## config.mk

```make
export PLATFORM = sky130hd
export DESIGN_NAME = btn_instr_issue
export DESIGN_NICKNAME = d
export VERILOG_FILES = /design/src/rtl/btn_instr_issue_pkg.sv /design/src/rtl/btn_instr_issue_debounce.sv /design/src/rtl/btn_instr_issue.sv
export SDC_FILE = /design/constraint.sdc
export NUM_CORES = 1
export LEC_CHECK = 0
export ABC_AREA = 1
export CAP_MARGIN = 20
export CORE_UTILIZATION = 56
export DETAILED_ROUTE_END_ITERATION = 12
export GPL_TIMING_DRIVEN = 0
export HOLD_SLACK_MARGIN = 0.06
export PLACE_DENSITY = 0.78
export SYNTH_ARGS = -nofsm -noshare
export SYNTH_HDL_FRONTEND = slang
export SYNTH_SLANG_ARGS = --single-unit
```

## constraint.sdc

```tcl
create_clock -name clk -period 3.2 [get_ports clk]
set_clock_uncertainty 0.2 [all_clocks]
set_input_delay 0.48 -clock clk [delete_from_list [all_inputs] [get_ports clk]]
set_output_delay 0.48 -clock clk [all_outputs]
set_load 0.1 [all_outputs]
```

## src/rtl/btn_instr_issue_pkg.sv

```systemverilog
// Shared types and constants for the button-driven instruction issue front end.
// The instruction word layout is {op, x, y, z}, and each field is 2 bits wide.
package btn_instr_pkg;

  typedef enum logic [1:0] {
    IDLE     = 2'd0,
    ISSUE    = 2'd1,
    WAIT_REL = 2'd2
  } state_t;

  typedef struct packed {
    logic [1:0] op;
    logic [1:0] x;
    logic [1:0] y;
    logic [1:0] z;
  } instr_t;

  localparam logic [1:0] LDL = 2'b00;
  localparam logic [1:0] LDH = 2'b01;
  localparam logic [1:0] ADD = 2'b10;
  localparam logic [1:0] SUB = 2'b11;

endpackage

```

## src/rtl/btn_instr_issue_debounce.sv

```systemverilog
// Two-flop synchroniser followed by a counting debouncer.
// The level only moves after DEBOUNCE_CYCLES consecutive disagreeing samples.
module debounce #(
  parameter int DEBOUNCE_CYCLES = 240000
) (
  input  logic clk,
  input  logic rst_n,
  input  logic raw_i,
  output logic level_o,
  output logic rise_o,
  output logic fall_o
);

  localparam int CNT_W = (DEBOUNCE_CYCLES > 2) ? $clog2(DEBOUNCE_CYCLES) : 1;
  localparam logic [CNT_W-1:0] CNT_LAST = CNT_W'(DEBOUNCE_CYCLES - 1);

  logic             btn_meta;
  logic             btn_s;
  logic [CNT_W-1:0] cnt;

  always_ff @(posedge clk or negedge rst_n) begin
    if (!rst_n) begin
      btn_meta <= 1'b0;
      btn_s    <= 1'b0;
      cnt      <= '0;
      level_o  <= 1'b0;
      rise_o   <= 1'b0;
      fall_o   <= 1'b0;
    end else begin
      btn_meta <= raw_i;
      btn_s    <= btn_meta;
      rise_o   <= 1'b0;
      fall_o   <= 1'b0;
      // Any sample agreeing with the current level restarts the window.
      if (btn_s != level_o) begin
        if (cnt == CNT_LAST) begin
          level_o <= ~level_o;
          cnt     <= '0;
          rise_o  <= ~level_o;
          fall_o  <= level_o;
        end else begin
          cnt <= cnt + 1'b1;
        end
      end else begin
        cnt <= '0;
      end
    end
  end

endmodule

```

## src/rtl/btn_instr_issue.sv

```systemverilog
// Issues one switch-captured instruction per debounced button press over a valid/ready link.
// A press that arrives while a transfer is pending is absorbed, not queued.
module btn_instr_issue
  import btn_instr_pkg::*;
#(
  parameter int DEBOUNCE_CYCLES = 240000,
  parameter int INSTR_W         = 8
) (
  input  logic               clk,
  input  logic               rst_n,
  input  logic               btn_raw,
  input  logic [INSTR_W-1:0] sw_raw,
  output logic [INSTR_W-1:0] instr_o,
  output logic               instr_valid_o,
  input  logic               instr_ready_i,
  output logic               busy_o,
  output logic [7:0]         issue_cnt_o
);

  logic [INSTR_W-1:0] sw_meta;
  logic [INSTR_W-1:0] sw_s;
  logic               db_level;
  logic               db_rise;
  logic               db_fall;
  state_t             state;

  debounce #(
    .DEBOUNCE_CYCLES(DEBOUNCE_CYCLES)
  ) u_debounce (
    .clk    (clk),
    .rst_n  (rst_n),
    .raw_i  (btn_raw),
    .level_o(db_level),
    .rise_o (db_rise),
    .fall_o (db_fall)
  );

  always_ff @(posedge clk or negedge rst_n) begin
    if (!rst_n) begin
      sw_meta <= '0;
      sw_s    <= '0;
    end else begin
      sw_meta <= sw_raw;
      sw_s    <= sw_meta;
    end
  end

  always_ff @(posedge clk or negedge rst_n) begin
    if (!rst_n) begin
      state         <= IDLE;
      instr_o       <= '0;
      instr_valid_o <= 1'b0;
      issue_cnt_o   <= '0;
    end else begin
      case (state)
        IDLE: begin
          if (db_rise) begin
            instr_o       <= sw_s;
            instr_valid_o <= 1'b1;
            state         <= ISSUE;
          end
        end
        ISSUE: begin
          if (instr_ready_i) begin
            instr_valid_o <= 1'b0;
            issue_cnt_o   <= issue_cnt_o + 8'd1;
            state         <= WAIT_REL;
          end
        end
        WAIT_REL: begin
          // A release during a stalled transfer lets us leave without waiting for a new fall.
          if (!db_level || db_fall) state <= IDLE;
        end
        default: state <= IDLE;
      endcase
    end
  end

  assign busy_o = (state != IDLE);

endmodule
```

==> summary.txt <==
GPL Wtd Cong: 0.874
CTS Hold Bufs: 1
Setup crit end kind: output port
Data required, critical path: 2.52 ns
Worst path slowest cell: clkdlybuf4s50_1
first-pass GRT wire length: 6560 um
commonest cells in the netlist: dfrtp_1 (58), nor2_1 (35), nand2_1 (30)
initial antenna violation count: 0
hpwl dp: 2770 um
routed vias/inst: 4.89
peak supply drop: 0.000385 V
Syn. warnings: 0
#FFs+latches synth: 58
grt total ovfl: 0
dpl cells: 301
clock-pin slew on the worst setup and hold paths: 0.07 ns
final instance area: 2940 sq um
crit path buf inv count: 2
Tmin final: 2.68 ns
I/O Buffers: 29
Syn Area/Cell: 10.8 sq um
maxcap violations: 0
Core ar.: 4060 sq um
clk buf depth: 2
largest net degree at the start of global routing: 35
number of flops mapped to enable cells by yosys: 0
final hold violations: 0
Final Net Count: 277
ANT nets after route: 0
slew margin rel.: 34.6%
Die Ht: 67.3 um
synth top area cells: dfrtp_1 (61%), nor2_1 (5.5%), nand2_1 (4.7%)
TritonCTS sink count: 58
vias in the first global route: 1472
HP Class: flip-flop to flip-flop
Iteration-0 DRC Markers: 75
crit start category: flip-flop
worst reg2reg setup slack: 1.55 ns
family with the most delay on the worst path: buffers and inverters
CP Cell Sequence: nor2_1 > inv_1 > clkdlybuf4s50_1
Synth cell types: 27
TritonCTS buffer count: 9
Final Setup Violations: 0
PwrDens: 464 nW/um^2
met2 wire length: 1920 um
first-pass iteration count of the detailed router: 5
DP Area: 2760 sq um
DR vias: 1554
post-cts resize count: 0
Crit Path Class: flip-flop to output port
Top Metal Used: met4
cell area after synthesis: 2390 sq um
outcome: finished, final reports clean
Post-route DRC: 0
later-pin clock latency in the skew report: 0.32 ns
worst slew pin tran: 0.978 ns
effective utilization at floorplan: 58.9%
longest individual stage delay on the worst path: 1.13 ns
fin crit share: 83.8%
TritonCTS clock tree: yes
final wirelength: 3880 um
num rows: 23
crit path DAT: 2.00 ns
Net Count, Synth: 235
cell taking the most area after synthesis: dfrtp_1
leading cell type by number of instances after synthesis: dfrtp_1
Lkg Pwr: 0.00132 uW
metal3 WL: 163 um
routed metal-1 wirelength: 1740 um
Synth Flop Type: dfrtp_1
diode count: 0
share of layout cells above drive strength 1: 20.9%
Yosys top cell area share: 60.8%
Die X: 67.3 um
post-synthesis sequential area ratio: 60.8%
Die ar.: 4530 sq um
fraction of registers with async set/reset: 100%
drt wl/cell: 12.2 um
CTS Root Cell: clkbuf_8
Top Ports: 30
Cells after Synth: 221
RSZ-0062 raised after global routing: false
htree depth: 3
Max Clock Freq: 373 MHz
# Post-CTS Setup Buffers: 0
Crit Path Max Fanout: 4
overall routing resource usage: 20.8%
max-slew violations: 0
Non-Filler Instances: 318
Area Growth Syn to Fin: 23.0%
## cell usage in the layout (no fill, tap or decap), drive strengths merged
master         netlist  layout
o21ai                2       2
xor2                 8       8
ha                   2       2
xnor2                7       7
o41ai                1       1
nor3                 4       4
inv                 21      21
nand3               15      15
nor2                48      48
o21bai               1       1
nand2               38      38
clkbuf               0      11
dlygate4sd3          0       1
and3                 1       1
clkdlybuf4s50        0      28
clkinv               1       4
mux2                 8       8
nand4                2       2
buf                  0       2
clkinvlp             0       2
dfrtp               58      58
a21oi                3       3
o22ai                1       1
## state kept, by name, indices dropped and copies added, names as in the netlist
signal / count
sw_s: 8
u_debounce.btn_s: 1
issue_cnt_o: 8
u_debounce.cnt: 18
u_debounce.rise_o: 1
sw_meta: 8
instr_valid_o: 1
u_debounce.fall_o: 1
state: 2
u_debounce.level_o: 1
instr_o: 8
u_debounce.btn_meta: 1
## where the power goes
part	switching (uW)	internal, uW	leakage, uW	total (uW)
sequential	5.87	748	0.000756	754
combinational	24.1	18.1	0.000481	42.2
clock	270	297	0.0000851	568
total	300	1060	0.00132	1360
## per-layer routing
metal / vias to the layer above / global-route usage, %
met5: - / 0
met4: 0 / 12.5
met3: 4 / 5.57
met2: 33 / 31.6
met1: 735 / 26.5
li1: 782 / -
## cell families after synthesis
group / share of synthesized area, %
AOI/OAI and AO/OA: 2.15
buffers and inverters: 3.46
and+or+nand+nor: 23.3
muxes: 3.77
adders and majority gates: 1.05
xor gates and xnor gates: 5.50
DFF: 60.8
## worst register-to-register path, stage by stage (launching register included)
cell	delay, ns
dfrtp_1	0.38
ha_1	0.18
nand2_1	0.08
inv_1	0.09
nand2_2	0.08
nor2_4	0.12
nand3_4	0.15
nand2_4	0.18
nor2_1	0.07
## stage by stage
step / total power, uW / hold slack [ns] / util (%) / TNS [ns] / setup WS, ns
2_1_floorplan: 776 / -0.0156 / - / 0 / 1.22
3_3_place_gp: 807 / 0.134 / 67.6 / -16.58 / -0.289
3_5_place_dp: 810 / 0.135 / 67.9 / 0 / 0.863
4_1_cts: 1390 / 0.146 / 72.4 / 0 / 0.497
5_1_grt: 1430 / 0.156 / 72.4 / 0 / 0.458
6_report: 1360 / 0.144 / 72.4 / 0 / 0.519
## final timing paths
path                                                 to                         from  cells after the start
setup / recovery                                 busy_o         state[0]$_DFFE_PN0P_                      3
hold / removal                        sw_s[6]$_DFF_PN0_         sw_meta[6]$_DFF_PN0_                      0
min in group asynchronous    issue_cnt_o[3]$_DFFE_PN0P_                        rst_n                      2
max in group asynchronous   u_debounce.cnt[6]$_DFF_PN0_                        rst_n                      3
setup reg to reg           u_debounce.cnt[10]$_DFF_PN0_  u_debounce.cnt[0]$_DFF_PN0_                      8
hold reg to reg                       sw_s[6]$_DFF_PN0_         sw_meta[6]$_DFF_PN0_                      0
## layout make-up
| class | count | area (sq um) |
|---|---|---|
| Sequential cell | 58 | 1450 |
| Fill cell | 297 | 1120 |
| Multi-Input combinational cell | 141 | 855 |
| Timing Repair Buffer | 31 | 315 |
| Clock buffer | 11 | 141 |
| Inverter | 22 | 82.6 |
| Tap cell | 50 | 62.6 |
| Clock inverter | 5 | 30.0 |
(Power assumes the default switching activity.)
==> patch 1 (config.mk and constraints unchanged) <==
`DEBOUNCE_CYCLES` is set to 240000 in 2 places; all go to 480000.
--- a/src/rtl/btn_instr_issue_debounce.sv
+++ b/src/rtl/btn_instr_issue_debounce.sv
@@ -2,5 +2,5 @@
 // The level only moves after DEBOUNCE_CYCLES consecutive disagreeing samples.
 module debounce #(
-  parameter int DEBOUNCE_CYCLES = 240000
+  parameter int DEBOUNCE_CYCLES = 480000
 ) (
   input  logic clk,
--- a/src/rtl/btn_instr_issue.sv
+++ b/src/rtl/btn_instr_issue.sv
@@ -4,5 +4,5 @@
   import btn_instr_pkg::*;
 #(
-  parameter int DEBOUNCE_CYCLES = 240000,
+  parameter int DEBOUNCE_CYCLES = 480000,
   parameter int INSTR_W         = 8
 ) (
Behaviour: same outputs for any inputs over 10 cycles, from zero or initial values and one cycle with rst_n low; that may be too few to reach the edited logic, so the function may still have changed.
==> patch 1 against the original RTL <==
Power is 2.3% higher; fmax is 1.9% lower; critical path depth is the same; synthesized area up 2.9%; routed wire length increased by 3.9%; design area up 2.6%; non-clock buffer count unchanged; sequential power up 2%; worst setup slack worse by 52 ps; sequential share of layout area is 0.40 points lower; sequential cell count up 1; worst hold slack gained 11 ps; largest cell class unchanged.
==> patch 1: results (changes against the original RTL) <==
CTS:
- The clock insertion delay at the later pin of the skew report is 340 ps (was 320 ps).
- The clock transition at the register clock pins on the worst setup and hold paths after CTS was 70 ps (about the same).
- The buffer depth of the longest clock path is 2 (unchanged).
- The number of resized instances in the post-cts repair step is 0 (unchanged).
- The number of buffers created by CTS was 9 (unchanged).

Layout:
- The fraction of final layout cells with drive strength greater than 1 is 0.176 (was 0.209).
- The antenna diode instance count is 0 (unchanged).
- The net total in the final layout is 288 (was 277).
- The final-layout fill cell count is 308 (was 297).
- The register containing the most flip-flops in the final layout was u_debounce.cnt (unchanged).
- The flip-flop count of the largest register, all copies and words added is 19 (was 18).

Critical path:
- The worst reg-to-reg setup slack is 1490 ps (was 1550 ps).
- The endpoint of the lowest-slack register-to-register path is u_debounce.cnt[12] (was u_debounce.cnt[10]).
- The logic depth of the worst register-to-register path is 6 (was 8).
- The critical path arrival was 2050 ps (was 2000 ps).
- The maximum fanout along the worst path is 4 (unchanged).
- The startpoint of the most critical register-to-register path is u_debounce.level_o (was u_debounce.cnt[0]).
- The critical path's slowest cell was clkdlybuf4s50_1 (unchanged).
- For this run, the slowest stage of the critical path takes 1120 ps.
- The capturing instance or port of the critical path is busy_o (unchanged).
- The first element of the critical path is state[0] (unchanged).

Yosys:
- Cells taking the most area after synthesis: dfrtp_1, nor2_1, nand2_1, mux2_2, xnor2_1 (was dfrtp_1, nor2_1, nand2_1, mux2_2, xor2_1).
- The async set-reset flop share out of synthesis is 1.00 (unchanged).
- The post-synth net total came to 246 (was 235).
- The number of warnings printed during yosys synthesis came to 0 (unchanged).
- The sequential area share after synthesis is 0.601 (was 0.608).
- The distinct cell type count after synthesis is 27 (unchanged).
- Top cells by instance count after synthesis: dfrtp_1, nor2_1, nand2_1 (unchanged).

Detailed routing:
- The aggregate routed wire length came to 4030 um (was 3880 um).
- The number of iterations in the first detailed-routing pass came to 4 (was 5).
- The starting DRC count in detailed routing is 122 (was 75).
- The routed via count divided by cell count is 5.05 (was 4.89).

Power:
- The maximum vdd drop came to 0.415 mV (was 0.385 mV).
- The leakage power of the design came to 1.38 nW (was 1.32 nW).

Global route:
- The global-route wire length before repair is 6960 um (was 6560 um).
- The global-route usage over all layers is 0.218 (was 0.208).
- The pin count of the biggest net entering global routing is 43 (was 35).
- The number of global-route vias before repair came to 1,599 (was 1,472).

Worst hold path:
- The type of the tightest min-delay check is register to register (unchanged).

Place:
- The count of input and output buffers came to 29 (unchanged).
- The final HPWL from detailed placement is 2920 um (was 2770 um).
- The minimum setup slack after placement is 833 ps (was 863 ps).
- The final weighted congestion in routability-driven placement was 0.884 (was 0.874).

Status:
- Run status: finished clean (unchanged).

STA:
- The slew at the pin closest to its max-slew limit is 981 ps (was 978 ps).
- The final critical path time including I/O delays and setup is 2730 ps (was 2680 ps).
## patch 1: repair_timing
| action | CTS | global route |
|---|---|---|
| setup buffers | 0 | 0 |
| hold buffers | 1 | 0 |
| hold endpoints to repair | 17 | 0 |
## patch 1: metal layers
metal | share of wire | global-route usage | up-vias
met5 | 0 | 0 | -
met4 | 0.019 | 0.109 | 0
met3 | 0.040 | 0.0800 | 8
met2 | 0.48 | 0.347 | 30
met1 | 0.46 | 0.259 | 807
li1 | - | - | 818
## patch 1: cell type report
cell class	instances	area share
clock buffer	11	0.0469
clock inverter	5	0.0120
inverter	24	0.0316
multi-input combinational	149	0.294
sequential	59	0.490
tap	50	0.0208
timing repair buffer	31	0.105
## patch 1: cells by family after synthesis
group	share of synthesized area
AO/OA/AOI/OAI	0.0183
XOR/XNOR	0.0570
adder cells (fa/ha/maj)	0.0102
buffers and inverters	0.0387
flip-flops	0.601
multiplexers	0.0367
AND/OR/NAND/NOR	0.238
## patch 1: worst max-delay path, delay by kind of cell (launching register included)
kind                   cells  cell delay (ps)
buffers and inverters      2             1180
DFF                        1              440
and+or+nand+nor            1              100
## patch 1: worst min-delay path by stage
stage	start	to	slack [ps]	depth (start not counted)
2_1_floorplan	rst_n	instr_o[0]	-20	0
3_3_place_gp	sw_meta[2]	sw_s[2]	130	0
3_5_place_dp	sw_meta[3]	sw_s[3]	140	0
4_1_cts	sw_meta[2]	sw_s[2]	160	0
5_1_grt	sw_meta[2]	sw_s[2]	160	0
6_report	sw_meta[2]	sw_s[2]	150	0
## patch 1: metrics by stage
stage | cells | area (sq um) | hold WS (ps)
finish | 329 | 3010 | 155
global route | 329 | 3010 | 160
CTS | 329 | 3010 | 157
global placement | 311 | 2810 | 132
detailed placement | 312 | 2830 | 139
floorplan | 232 | 2460 | -15.6
## patch 1: where the power goes
part,internal [mW],switching (mW)
registers,0.760,0.00655
clock network,0.302,0.284
logic,0.0182,0.0243
==> patch 2 (same settings) <==
Made on the original files. Encoding of `state_t`: now one-hot (3 bits for 3 states).
--- a/src/rtl/btn_instr_issue_pkg.sv
+++ b/src/rtl/btn_instr_issue_pkg.sv
@@ -3,8 +3,8 @@
 package btn_instr_pkg;
 
-  typedef enum logic [1:0] {
-    IDLE     = 2'd0,
-    ISSUE    = 2'd1,
-    WAIT_REL = 2'd2
+  typedef enum logic [2:0] {
+    IDLE     = 3'b001,
+    ISSUE    = 3'b010,
+    WAIT_REL = 3'b100
   } state_t;
 
Check against the original RTL: no difference found for any inputs over 10 cycles, from zero or initial values and one cycle with rst_n low; not proved beyond that.
==> patch 2 against the original RTL <==
First-iteration DRC count is 56% higher; clock power is 30% higher; design area is 6.7% higher; global-route usage is 0.066 points higher; worst setup slack worse by 350 ps; die area is 6.0% higher; sequential cell count is 1 higher; synthesized area is 6.2% higher; core utilization is 0.39 points lower; largest cell class unchanged; highest routed layer unchanged; routed wire length is 13% higher; power is 14% higher; register-to-register slack worse by 60 ps; worst hold slack better by 1.6 ps.
==> patch 2: results (changes against the original RTL) <==
Layout:
- The antenna diode instance count is 0 (unchanged).
- The net total in the final layout was 319 (was 277).
- The post-layout instance count excluding filler cells is 362 (was 318).
- The register containing the most flip-flops in the final layout is u_debounce.cnt (unchanged).
- The flip-flop count of the largest register, all copies and words added was 18 (unchanged).
- The fraction of final layout cells with drive strength greater than 1 is 0.158 (was 0.209).

CTS:
- The number of buffers created by CTS is 9 (unchanged).
- The CTS H-tree depth came to 3 (unchanged).
- The clock transition at the register clock pins on the worst setup and hold paths after CTS is 70 ps (about the same).
- The library cell used as clock root buffer is clkbuf_8 (unchanged).
- The number of resized instances in the post-cts repair step is 0 (unchanged).
- The clock insertion delay at the later pin of the skew report is approximately 330 ps.
- The buffer count from post-CTS setup fixing is 0 (unchanged).
- The buffer depth of the longest clock path was 2 (unchanged).

Global route:
- The global-route usage over all layers is 0.208 (about the same).
- The global-route wire length before repair is 7820 um (was 6560 um).
- The pin count of the biggest net entering global routing came to 37 (was 35).
- The number of antenna violations at the first check in global routing is 0 (unchanged).

Place:
- The final HPWL from detailed placement was 3080 um (was 2770 um).
- The number of placed cells counting well taps is 345 (was 301).
- The minimum setup slack after placement came to 520 ps (was 863 ps).
- The final weighted congestion in routability-driven placement is 0.860 (was 0.874).
- The count of input and output buffers is 29 (unchanged).

Yosys:
- The distinct cell type count after synthesis is 29 (was 27).
- The sequential area share after synthesis is 0.583 (was 0.608).
- The post-synth net total was 277 (was 235).
- Top cells by instance count after synthesis: dfrtp_1, nand2_1, nor2_1 (was dfrtp_1, nor2_1, nand2_1).
- Cells taking the most area after synthesis: dfrtp_1, nand2_1, nor2_1, nand3_1, inv_1 (was dfrtp_1, nor2_1, nand2_1, mux2_2, xor2_1).
- The number of warnings printed during yosys synthesis is 0 (unchanged).
- The async set-reset flop share out of synthesis is 1.00 (unchanged).
- The dominant synthesized flop cell is dfrtp_1 (unchanged).
- The gate count of the mapped netlist is 263 (was 221).

Power:
- The leakage power of the design was 1.45 nW (was 1.32 nW).
- The maximum vdd drop is 0.437 mV (was 0.385 mV).
- The net switching power figure is 0.310 mW (was 0.300 mW).

Critical path:
- The maximum fanout along the worst path is 10 (was 4).
- The critical path arrival is 2350 ps (was 2000 ps).

Detailed routing:
- The aggregate routed wire length was 4380 um (was 3880 um).
- The starting DRC count in detailed routing is 117 (was 75).
- The number of iterations in the first detailed-routing pass came to 4 (was 5).
- The via count is 1,789 (was 1,554).

Status:
- Run status: finished clean (unchanged).

STA:
- The worst slew margin relative to its limit is 0.346 (about the same).
- The count of final hold-check violations is 0 (unchanged).

Worst hold path:
- The type of the tightest min-delay check was register to register (unchanged).
[patch 2: cell type report]
cell class	count	area (sq um)
plain buffers	2	12.5
clock buffers	12	145
clock inverters	4	73.8
fillers	337	1220
inverters	30	113
multi-input cells	172	933
flip-flops and latches	59	1480
well taps	52	65.1
repair buffers	31	315
[patch 2: cell families after synthesis]
family | share of synthesized area
adder cells (fa/ha/maj) | 0.00987
AND/OR/NAND/NOR | 0.301
AO/OA/AOI/OAI | 0.0158
XOR/XNOR | 0.0414
flip-flops | 0.583
buffers and inverters | 0.0493
[patch 2: repair_timing]
action	4_1_cts	5_1_grt
endpoints found under the setup margin	0	0
hold buffers	1	0
hold endpoints to repair	22	0
[patch 2: power by group through the flow]
stage / Clock [mW] / Sequential [mW] / Combinational [mW]
6_report: 0.740 / 0.766 / 0.0431
4_1_cts: 0.760 / 0.766 / 0.0442
3_5_place_dp: 0 / 0.780 / 0.0433
2_1_floorplan: 0 / 0.779 / 0.0102
3_3_place_gp: 0 / 0.780 / 0.0403
5_1_grt: 0.788 / 0.767 / 0.0491
[patch 2: final timing paths]
kind / start / to / slack (ps) / depth (start not counted)
setup / recovery: state[0] / busy_o / 170 / 5
hold / removal: sw_meta[3] / sw_s[3] / 150 / 0
setup reg to reg: u_debounce.level_o / u_debounce.cnt[3] / 1490 / 6
hold reg to reg: sw_meta[3] / sw_s[3] / 150 / 0
max in group asynchronous: rst_n / instr_o[7] / 1760 / 3
min in group asynchronous: rst_n / issue_cnt_o[4] / 470 / 2
[patch 2: layer usage]
layer / share of wire / track usage
met1: 0.46 / 0.271
met2: 0.48 / 0.330
met3: 0.036 / 0.0494
met4: 0.021 / 0.102
met5: 0 / 0
[patch 2: critical path, cell delays in order, from the launching register on]
cell and delay, ps:
dfstp_2 560, inv_1 70, nor3_2 170, buf_4 220, inv_1 50, clkdlybuf4s50_1 950
[patch 2: stage by stage]
stage / utilization / cell area, sq um
2_1_floorplan: - / 2540
3_3_place_gp: 0.664 / 2890
3_5_place_dp: 0.668 / 2910
4_1_cts: 0.720 / 3140
5_1_grt: 0.720 / 3140
6_report: 0.720 / 3140
